==> config.mk <==
export PLATFORM = sky130hd
export DESIGN_NAME = dna_reader
export DESIGN_NICKNAME = d
export VERILOG_FILES = /design/src/rtl/dna_reader.sv
export SDC_FILE = /design/constraint.sdc
export NUM_CORES = 1
export LEC_CHECK = 0
export BUFFER_PORTS_ARGS = -buffer_cell sky130_fd_sc_hd__buf_4
export CORE_ASPECT_RATIO = 0.5
export CORE_MARGIN = 5
export CORE_UTILIZATION = 62
export DETAILED_ROUTE_END_ITERATION = 8
export MAX_ROUTING_LAYER = met4
export PLACE_DENSITY = 0.86
export SETUP_SLACK_MARGIN = 0.15
export SYNTH_ARGS = -nofsm -noshare
export SYNTH_HDL_FRONTEND = slang
export SYNTH_SLANG_ARGS = --single-unit
export TNS_END_PERCENT = 20
==> constraint.sdc <==
create_clock -name CLK -period 3.3 [get_ports CLK]
set_input_delay 0.165 -clock CLK [delete_from_list [all_inputs] [get_ports CLK]]
set_output_delay 0.165 -clock CLK [all_outputs]
set_load 0.05 [all_outputs]
==> src/rtl/dna_reader.sv <==
// Serial reader for a device-DNA primitive: drives READ/SHIFT/CLK to it and
// captures DNA_BITS bits of DOUT, recirculating each sample back into DIN.
module dna_reader #(
    parameter int DNA_BITS    = 96,
    parameter int HALF_PERIOD = 2
) (
    input  logic                CLK,
    input  logic                RST_N,
    input  logic                START,
    output logic                BUSY,
    output logic                VALID,
    output logic [DNA_BITS-1:0] DNA,
    output logic                DNA_CLK,
    output logic                DNA_READ,
    output logic                DNA_SHIFT,
    output logic                DNA_DIN,
    input  logic                DNA_DOUT
);

    localparam int BW = $clog2(DNA_BITS + 1);
    localparam logic [7:0]    HP_MAX   = 8'(HALF_PERIOD - 1);
    localparam logic [BW-1:0] LAST_BIT = BW'(DNA_BITS - 1);

    typedef enum logic [1:0] {S_IDLE, S_RUN, S_DONE} state_t;

    state_t              r_state, w_next;
    logic [7:0]          r_hp_cnt;
    logic [BW-1:0]       r_bit_cnt;
    logic [DNA_BITS-2:0] r_sr;
    logic [DNA_BITS-1:0] r_dna;
    logic                r_dna_clk, r_read, r_shift, r_din, r_valid;
    logic                w_start, w_wrap, w_fall, w_last;
    logic [DNA_BITS-1:0] w_sample;

    assign w_start  = START && (r_state != S_RUN);
    assign w_wrap   = (r_state == S_RUN) && (r_hp_cnt == HP_MAX);
    assign w_fall   = w_wrap && r_dna_clk;
    assign w_last   = w_fall && (r_bit_cnt == LAST_BIT);
    assign w_sample = {r_sr, DNA_DOUT};

    always_ff @(posedge CLK or negedge RST_N) begin
        if (!RST_N) r_state <= S_IDLE;
        else        r_state <= w_next;
    end

    always_comb begin
        w_next = r_state;
        case (r_state)
            S_IDLE, S_DONE: if (START) w_next = S_RUN;
            S_RUN:          if (w_last) w_next = S_DONE;
            default:        w_next = S_IDLE;
        endcase
    end

    always_comb begin
        BUSY = (r_state == S_RUN);
    end

    // READ/SHIFT only move on falling DNA_CLK toggles so they are stable at every rising edge.
    always_ff @(posedge CLK or negedge RST_N) begin
        if (!RST_N) begin
            r_hp_cnt  <= '0;
            r_bit_cnt <= '0;
            r_sr      <= '0;
            r_dna     <= '0;
            r_dna_clk <= 1'b0;
            r_read    <= 1'b0;
            r_shift   <= 1'b0;
            r_din     <= 1'b0;
            r_valid   <= 1'b0;
        end else if (w_start) begin
            r_read    <= 1'b1;
            r_shift   <= 1'b0;
            r_valid   <= 1'b0;
            r_bit_cnt <= '0;
            r_hp_cnt  <= '0;
            r_dna_clk <= 1'b0;
        end else if (r_state == S_RUN) begin
            if (w_wrap) begin
                r_hp_cnt  <= '0;
                r_dna_clk <= ~r_dna_clk;
            end else begin
                r_hp_cnt <= r_hp_cnt + 8'd1;
            end
            if (w_fall) begin
                r_sr      <= w_sample[DNA_BITS-2:0];
                r_din     <= DNA_DOUT;
                r_bit_cnt <= r_bit_cnt + BW'(1);
                if (r_bit_cnt == '0) begin
                    r_read  <= 1'b0;
                    r_shift <= 1'b1;
                end
                if (w_last) begin
                    r_shift <= 1'b0;
                    r_dna   <= w_sample;
                    r_valid <= 1'b1;
                end
            end
        end else begin
            r_hp_cnt  <= '0;
            r_dna_clk <= 1'b0;
        end
    end

    assign VALID     = r_valid;
    assign DNA       = r_dna;
    assign DNA_CLK   = r_dna_clk;
    assign DNA_READ  = r_read;
    assign DNA_SHIFT = r_shift;
    assign DNA_DIN   = r_din;

endmodule

==> results.md <==
- Seq cells post-synth: 212
- Max Clock Skew: 0.0118 ns
- Synth cell types: 36
- Period minus WS final: 2.62 ns
- Syn Nets: 514
- Largest net degree at the start of global routing: 82
- DR WL/cell: 18.2 um
- H-tree levels: 1
- Final instance area: 0.00985 mm^2
- Post-synth EDFFs: 0
- Setup TNS Final: 0 ns
- WL final: 14,700 um
- Ports: 106
- Die H: 91.3 um
- Clk root buf: clkbuf_16
- Vias: 4,438
- Seq/Total Area, Yosys: 64.7%
- Worst Setup Start Kind: register
- DRT Pass-1 Iters: 4
- CTS tree: done
- Max Cap Viol: 0
- Worst-margin pin slew: 0.785 ns
- F_max: 382 MHz
- PD cells: 583 mW/mm^2
- Port bufs: 105
- Core ar.: 0.0128 mm^2
- Gr usage total: 19.6%
- Crit-path max FO: 47
- Setup Viol. Count Final: 0
- Max Root-Sink Buffers: 3
- Detail Placement HPWL: 9210 um
- Crit. End Element: register
- Area growth syn-to-layout: 20.1%
- Pins Over Slew Limit: 0
- DP Area: 0.00918 mm^2
- Vias in the first global route: 4,817
- Placer Congestion: 0.813
- Placed cells: 768
- CP arrival: 2.98 ns
- Final layout net count: 630
- Synth warnings: 0
- Gr ovfl total: 0
- Total CTS buffers: 19
- Share of cells above drive strength 1: 53.5%
- First-pass GRT wire length: 25,300 um
- Die W: 173 um
- Clock Sinks: 212
- Site row count: 29
- Initial Util: 64.0%
- RSZ-0062 raised after global routing: false
- DR vias/cell: 5.52
- Drt drc: 0
- N_diodes: 0
- Post-synth top flop: dfrtp_1
- Ys async rst share: 100%
- Worst vdd ir: 0.412 mV
- Max-Slew Margin vs Limit: 47.6%
- DR iter-0 viols: 245
- Clock Latency Late Sink: 0.48 ns
- Hold Slack: 0.255 ns
- Initial antenna violation count: 0
- Required @ worst endpoint: 3.66 ns
- Final non-filler cell total: 804
- Die area: 0.0158 mm^2
- Leak: 0.00528 uW
- Synthesized cell area: 0.00820 mm^2
- Post-route ant nets: 0
- Setup CP Type: register to register
- Status: finished clean
- Hold WC Path Type: primary input to asynchronous set/reset pin
- Syn avg cell area: 16.2 um^2
- Final cycle utilization of the critical path: 79.4%
- Syn Inst Count: 506
- Worst-path clk slew: 0.07 ns
- Final hold vios: 0
cells in the mapped netlist, types with 4 or more instances:
master	instances	share of area (%)
nand2_1	9	0.41
dfrtp_1	212	65
mux2_2	162	22
or4_1	4	0.37
inv_1	7	0.32
ha_1	4	0.61
nand3_1	8	0.49
nor2_1	13	0.59
clkbuf_1	6	0.27
buf_2	8	0.49
xor2_1	6	0.64
mux2_4	29	5.3
final timing paths:
kind                       slack, ns             startpoint  cells after the start             endpoint
hold / removal                  0.25                  RST_N                      2  DNA[33]$_DFFE_PN0P_
min in group CLK                0.50      VALID$_DFFE_PN0P_                      1    VALID$_DFFE_PN0P_
max in group asynchronous       2.06                  RST_N                      3  DNA[74]$_DFFE_PN0P_
setup reg to reg                0.68  r_hp_cnt[1]$_DFF_PN0_                      7  DNA[18]$_DFFE_PN0P_
setup / recovery                0.68  r_hp_cnt[1]$_DFF_PN0_                      7  DNA[18]$_DFFE_PN0P_
hold reg to reg                 0.50      VALID$_DFFE_PN0P_                      1    VALID$_DFFE_PN0P_
where the power goes:
group / internal [uW] / switching (uW)
Clock: 1310 / 940
Sequential: 2690 / 103
Combinational: 275 / 422
area by class of cell:
cell class	count	area [um^2]
timing repair buffer	116	897
sequential	212	5310
fill	749	2950
tap	170	213
inverter	7	26.3
clock inverter	7	98.8
multi-input combinational	266	2770
clock buffer	26	542
cell families (layout without fill, tap and decap cells):
logic type,Yosys count,after routing,share of synthesized area [%]
AOI/OAI and AO/OA,11,11,0.839
muxes,191,191,27.5
DFF,212,212,64.7
buffers and inverters,28,156,1.72
and+or+nand+nor,51,51,3.65
xor gates and xnor gates,9,9,0.961
adders and majority gates,4,4,0.610
layer usage:
metal,vias up,global-route usage (%),part of all wire [%]
met5,-,-,0
met4,0,5.30,2.4
met3,29,4.36,4.6
met2,99,29.7,47
met1,2300,27.3,46
li1,2010,-,-
what timing repair did:
item                      4_1_cts  5_1_grt
hold endpoints to repair       82        0
setup buffers                   0        0
resized for setup               0        0
hold buffers                    3        0
critical path: stages (launching register included):
cell,delay [ns]
dfrtp_1,0.42
inv_1,0.08
ha_1,0.14
nor3b_1,0.40
nand4_4,0.18
or3_2,0.49
buf_4,0.35
mux2_4,0.40
flip-flops by register name (all words and copies together) (netlist names):
signal,flops
DNA,96
r_sr,95
r_hp_cnt,8
r_bit_cnt,7
r_state,2
DNA_CLK,1
DNA_READ,1
DNA_SHIFT,1
VALID,1
placed cells by master (no fill, tap or decap), types with 2 or more instances in the layout:
master           n
clkbuf_16       19
ha_1             4
and3_1           2
nor4_1           3
o21ai_0          3
nand3_1          8
nor2_1          13
bufinv_16        2
mux2_4          29
dfrtp_1        212
or4_1            4
xor2_1           6
clkbuf_8         5
clkbuf_1         3
nand2_1          9
clkinv_2         3
o31ai_1          2
xnor2_1          3
mux2_2         162
buf_4          111
dlygate4sd3_1    3
nand4b_1         2
a21oi_1          2
inv_1            7
through the flow:
stage	util, %	setup slack [ns]	power (uW)
final	76.9	0.680	5750
after global routing	76.9	0.517	6020
after CTS	76.9	0.693	5810
after detailed placement	71.7	0.719	3540
after global placement	71.7	0.780	3520
after floorplan	-	0.927	3330
Note: power is estimated with default switching activity, not from simulation.
